<file path="src/rtl/logic_pipe.sv">
// Pipelined bitwise logic unit (AND/OR/XOR/XNOR) with valid/ready handshakes,
// a stall-all pipeline, a post-reset initialisation delay and a transfer counter.
module logic_pipe #(
    parameter int WIDTH       = 8,
    parameter int DEPTH       = 2,
    parameter int INIT_CYCLES = 4,
    parameter int CNT_W       = 16
) (
    input  logic             clk,
    input  logic             reset,
    output logic             ready,
    input  logic [1:0]       op,
    input  logic [WIDTH-1:0] a,
    input  logic [WIDTH-1:0] b,
    input  logic             in_valid,
    output logic             in_ready,
    output logic [WIDTH-1:0] c,
    output logic             out_valid,
    input  logic             out_ready,
    output logic [CNT_W-1:0] xfer_count
);

    localparam int IW = (INIT_CYCLES > 1) ? $clog2(INIT_CYCLES) : 1;

    typedef enum logic {S_INIT, S_RUN} state_t;

    state_t                       state;
    state_t                       state_nxt;
    logic [IW-1:0]                init_cnt;
    logic                         advance;
    logic                         accept;
    logic [WIDTH-1:0]             result;
    logic [DEPTH-1:0]             vld;
    logic [DEPTH-1:0][WIDTH-1:0]  dat;

    always_ff @(posedge clk or posedge reset) begin
        if (reset) begin
            state    <= S_INIT;
            init_cnt <= '0;
        end else begin
            state <= state_nxt;
            if (state == S_INIT)
                init_cnt <= init_cnt + 1'b1;
        end
    end

    always_comb begin
        state_nxt = state;
        case (state)
            S_INIT:  if (init_cnt == IW'(INIT_CYCLES - 1)) state_nxt = S_RUN;
            S_RUN:   state_nxt = S_RUN;
            default: state_nxt = S_INIT;
        endcase
    end

    always_comb begin
        ready = (state == S_RUN);
    end

    always_comb begin
        result = '0;
        case (op)
            2'd0:    result = a & b;
            2'd1:    result = a | b;
            2'd2:    result = a ^ b;
            default: result = ~(a ^ b);
        endcase
    end

    assign advance  = !out_valid || out_ready;
    assign in_ready = ready && advance;
    assign accept   = in_valid && in_ready;

    // Bubbles load zero so stage data never carries X from idle inputs.
    always_ff @(posedge clk or posedge reset) begin
        if (reset) begin
            vld <= '0;
            dat <= '0;
        end else if (advance) begin
            vld[0] <= accept;
            dat[0] <= accept ? result : '0;
            for (int unsigned i = 1; i < DEPTH; i++) begin
                vld[i] <= vld[i-1];
                dat[i] <= dat[i-1];
            end
        end
    end

    assign out_valid = vld[DEPTH-1];
    assign c         = dat[DEPTH-1];

    always_ff @(posedge clk or posedge reset) begin
        if (reset)
            xfer_count <= '0;
        else if (out_valid && out_ready)
            xfer_count <= xfer_count + 1'b1;
    end

endmodule

</file>
<file path="config.mk">
export PLATFORM = sky130hd
export DESIGN_NAME = logic_pipe
export DESIGN_NICKNAME = d
export VERILOG_FILES = /design/src/rtl/logic_pipe.sv
export SDC_FILE = /design/constraint.sdc
export NUM_CORES = 1
export LEC_CHECK = 0
export CAP_MARGIN = 25
export CORE_MARGIN = 2
export CORE_UTILIZATION = 49
export DETAILED_ROUTE_END_ITERATION = 7
export PLACE_DENSITY = 0.79
export SLEW_MARGIN = 20
export SYNTH_ARGS = -nofsm -noshare
export SYNTH_HDL_FRONTEND = slang
export SYNTH_SLANG_ARGS = --single-unit
</file>
<file path="constraint.sdc">
create_clock -name clk -period 1.7 [get_ports clk]
set_input_delay 0.255 -clock clk [delete_from_list [all_inputs] [get_ports clk]]
set_output_delay 0.255 -clock clk [all_outputs]
set_load 0.05 [all_outputs]
</file>
Word-level counts from Yosys, hierarchy flattened

Index checks and enable logic that the tools add are counted.

Multiplexer cells: 4
Add/subtract/negate cells: 2
Reduce and logical (&&, ||, !) cells: 6
Bitwise logic cells: 5
Eq/ne operators: 3

Operator list:

| cell                                          | count |
|---|---|
| case mux 8 bit (3 select lines)               | 1 |
| adder 16 x 1 -> 16 bit, second input constant | 1 |
| AND 8 bit                                     | 1 |
| two-way mux 8 bit                             | 1 |
| NOT 8 bit                                     | 1 |
| OR 8 bit                                      | 1 |
| XOR 8 bit                                     | 1 |
| == test 2 bit, second input constant          | 2 |
| logical AND 1 bit                             | 3 |
| adder 2 x 1 -> 2 bit, second input constant   | 1 |
| == test 2 x 1 -> 1 bit, second input constant | 1 |
| logical NOT 2 bit                             | 1 |
| case mux 1 bit (2 select lines)               | 1 |
| logical NOT 1 bit                             | 1 |
| logical OR 1 bit                              | 1 |
| two-way mux 1 bit                             | 1 |
| NOT 1 bit                                     | 1 |

Register bits after elaboration: 37
Output and inout bits: 27

Logic depth before layout (Yosys ltp)

Depth after elaboration: 5
Gate-level depth with buffers: 6
Depth with buffers taken out: 6

Least setup slack after synthesis

No wires, ideal clock.

Path type: reg2reg
Start point: reg vld[1]
End point: reg dat[0] (netlist bit)
Arrival: 2.176 ns
Period minus slack after synthesis: 2.261 ns
Cell stages (with the launch flop): 6
Path buffers: 1
Setup slack: -0.561 ns
Cells stage by stage: dfrtp_1 > nor2b_1 > buf_2 > nor2b_1 > nand2_1 > o21ai_0

Longest elaborated chain between the ends: 5

Ends and longest elaborated chain:

| element                          | line | RTL |
|---|---|---|
| start: declaration               | 33   | `logic [DEPTH-1:0] vld;` |
| start signal: indexed assignment | 83   | `vld[i] <= vld[i-1];` |
| logical NOT 1 bit                | 70   | `assign advance = !out_valid \|\| out_ready;` |
| logical OR 1 bit                 | 70   |  |
| logical AND 1 bit                | 71   | `assign in_ready = ready && advance;` |
| net in_ready                     | 16   | `output logic in_ready,` |
| logical AND 1 bit                | 72   | `assign accept = in_valid && in_ready;` |
| two-way mux 8 bit                | 81   | `dat[0] <= accept ? result : '0;` |
| end signal: indexed assignment   | 84   | `dat[i] <= dat[i-1];` |
| end: declaration                 | 34   | `logic [DEPTH-1:0][WIDTH-1:0] dat;` |

The timed path passes the listed nets, and every way through them passes these cells.
A chain may end at the register's enable or synchronous reset.

Worst setup path after layout

Start point: in out_ready
End point: out in_ready

Longest elaborated chain between the ends: 2

Ends and longest elaborated chain:

| element            | line | RTL |
|---|---|---|
| start: declaration | 19   | `input logic out_ready,` |
| logical OR 1 bit   | 70   |  |
| logical AND 1 bit  | 71   |  |
| end: declaration   | 16   |  |

No other way between the ends.

==> metrics.md <==
| Metric | Value |
|---|---|
| Simple-gate portion of the synthesized area | 12.5% |
| Final hold violations | 0 |
| Syn_nets | 235 |
| Clock transition at the registers of the reported paths | 0.07 ns |
| Dpl cells | 284 |
| Synth Flop Type | dfrtp_1 |
| Fillcell total | 329 |
| Synth async-reset ratio | 100% |
| Clock tree from TritonCTS | yes |
| CTS H-Tree Depth | 2 |
| DRC | 0 |
| Post-synthesis sequential area ratio | 45.6% |
| CTS Buf Count | 5 |
| Final Critical Period | 1.63 ns |
| Clk buf depth | 2 |
| Post-CTS Setup Bufs | 0 |
| Minimum hold slack | 0.314 ns |
| Synth top area share | 45.6% |
| Initial Utilization | 50.8% |
| WP data arrival | 1.38 ns |
| Antenna violations before repair | 0 |
| Outcome | completed |
| Area contributors post-synth | dfrtp_1, ha_1, xnor2_1, mux2_2, xor2_1 |
| Post-DP HPWL | 2590 um |
| TritonCTS sink count | 37 |
| Count leader, synth | dfrtp_1 |
| PortBufs | 48 |
| Max_cap viols | 0 |
| Maximum VDD drop | 394 uV |
| Largest family of logic cells by synthesized area | simple AND/OR/NAND/NOR gates |
| Crit end category | output port |
| Register area | 927 um2 |
| Synth cell count leaders | dfrtp_1, nand2_1, inv_1 |
| Post-synth EDFFs | 0 |
| Antenna cells | 0 |
| Rel. slew slack | 68.0% |
| Final period util | 96.0% |
| Slew Limit Fails | 0 |
| Clk_lat worst skew | 0.29 ns |
| DIE HEIGHT | 68.4 um |
| Final setup viols | 0 |
| Routed Antenna Nets | 0 |
| Fraction of layout cells with a size suffix above 1 | 23.1% |
| CP Launch Point | out_ready |
| WP data required | 1.44 ns |
| Area delta synth->final | 26.7% |
| Via count | 1,425 |
| Iteration count of the initial detailed-routing pass | 4 |
| Die area | 4680 um2 |
| Nets | 281 |
| Multi-input gate area | 955 um2 |
| Util after Layout | 64.3% |
| RSZ-0062 raised after global routing | no |
| Non-Filler Instances | 292 |
| Post-Route Skew | 0.00608 ns |
| CTS resizes | 0 |
| GRT Total Usage | 16.3% |
| Largest net degree at the start of global routing | 38 |
| Syn avg cell area | 10.4 um2 |
| Worst Hold Class | input pin to async pin |
| RePlAce Congestion | 0.703 |
| Multiplexer share of the synthesized area | 6.53% |
| Initial drt markers | 46 |
| Synthesized instance count | 195 |
| First-pass GRT wire length | 5750 um |
| Synth cell types | 30 |
| Synth Cell Area | 2030 um2 |
| CORE AREA | 4000 um2 |
| Post-Synth XOR/XNOR Area | 10.4% |
| Total power per unit cell area | 1040 nW/um2 |
| Synthesis Warnings | 0 |
| Wire per inst | 11.3 um |
| Final wirelength | 3300 um |
| Vias in the first global route | 1,356 |
| GRT Residual Overflow | 0 |
| RR Startpoint | xfer_count[3] |
| Row count | 23 |
| Post-synthesis adder-cell area fraction | 11.1% |
| Leakage power | 0.00130 uW |
| Root Driver | clkbuf_8 |
| Compound-Gate Fraction of Synth Area | 6.16% |
| Highest net fanout along the worst path | 6 |
| F_max | 613 MHz |
| Die Width | 68.4 um |
| Cell accounting for the most synthesized area | dfrtp_1 |
| Worst-Margin Slew | 0.479 ns |
| Setup crit start kind | input pin |
| Hold buffer count at CTS | 0 |
| DR vias/cell | 4.88 |
| Setup TNS | 0 ns |
| # IOs | 49 |
| WS Path Type | input pin to output port |
| Number of synthesized register bits | 37 |
[path summary, 6_finish.rpt]
| kind | endpoint | slack, ns | depth (start not counted) |
|---|---|---|---|
| max | in_ready | 0.07 | 5 |
| min | c[5] | 0.31 | 3 |
| max reg2reg | xfer_count[15] | 0.26 | 4 |
| min reg2reg | vld[1] | 0.46 | 1 |
| max in group asynchronous | vld[1] | 1.19 | 3 |
| min in group clk | vld[1] | 0.46 | 1 |
[per-stage QoR]
step / power (uW) / worst slack (ns) / area [um2]
after CTS: 2710 / 0.0681 / 2570
after global routing: 2850 / 0.0291 / 2570
after detailed placement: 2130 / 0.00888 / 2490
after floorplan: 1860 / 0.0112 / 2040
after global placement: 2110 / 0.0374 / 2490
final: 2690 / 0.0684 / 2570
[kinds of logic after synthesis]
| kind of cell | count (synthesis) |
|---|---|
| simple gates | 49 |
| flops | 37 |
| buf+inv | 33 |
| xor+xnor | 24 |
| compound gates | 22 |
| fa+ha+maj | 18 |
| mux | 12 |
[power breakdown]
group	switching, uW	total (uW)	internal (uW)
combinational	601	959	359
clock	298	582	284
sequential	132	1150	1020
total	1030	2690	1660
[critical path, cell delays in order]
cell,delay (ns)
clkdlybuf4s50_1,0.54
nor2b_1,0.09
buf_4,0.17
nor2b_4,0.11
buf_4,0.20
[cell type report]
type	count	share of cell area (%)
clock inverters	2	0.389
repair buffers	53	18.5
clock buffers	6	2.82
multi-input cells	125	37.1
flip-flops and latches	37	36.0
well taps	50	2.43
inverters	19	2.77
[placed cells by master, fill, tap and decap left out, types with 4 or more instances in the layout]
cell / synthesis / routed
o21ai_0: 9 / 9
mux2_2: 10 / 10
dfrtp_1: 37 / 36
clkdlybuf4s50_1: 0 / 21
a211oi_1: 6 / 6
nand2_1: 20 / 20
xnor2_1: 14 / 14
buf_4: 8 / 30
xor2_1: 10 / 10
a21oi_1: 6 / 6
inv_1: 19 / 19
ha_1: 18 / 18
nand3_1: 4 / 4
clkbuf_8: 0 / 5
nor2_1: 8 / 8
[state kept, by name, summed over array words and instances, names as in the netlist]
name,count
c,8
ready,1
vld,2
xfer_count,16
init_cnt,2
dat,8
[metal layers]
metal	global-route usage [%]	up-vias	share of wire, %
li1	-	725	-
met1	18.7	655	43
met2	29.7	39	51
met3	3.45	6	5.1
met4	6.00	0	1.7
met5	0	-	0
No activity file was read; power rests on OpenSTA's default activity.
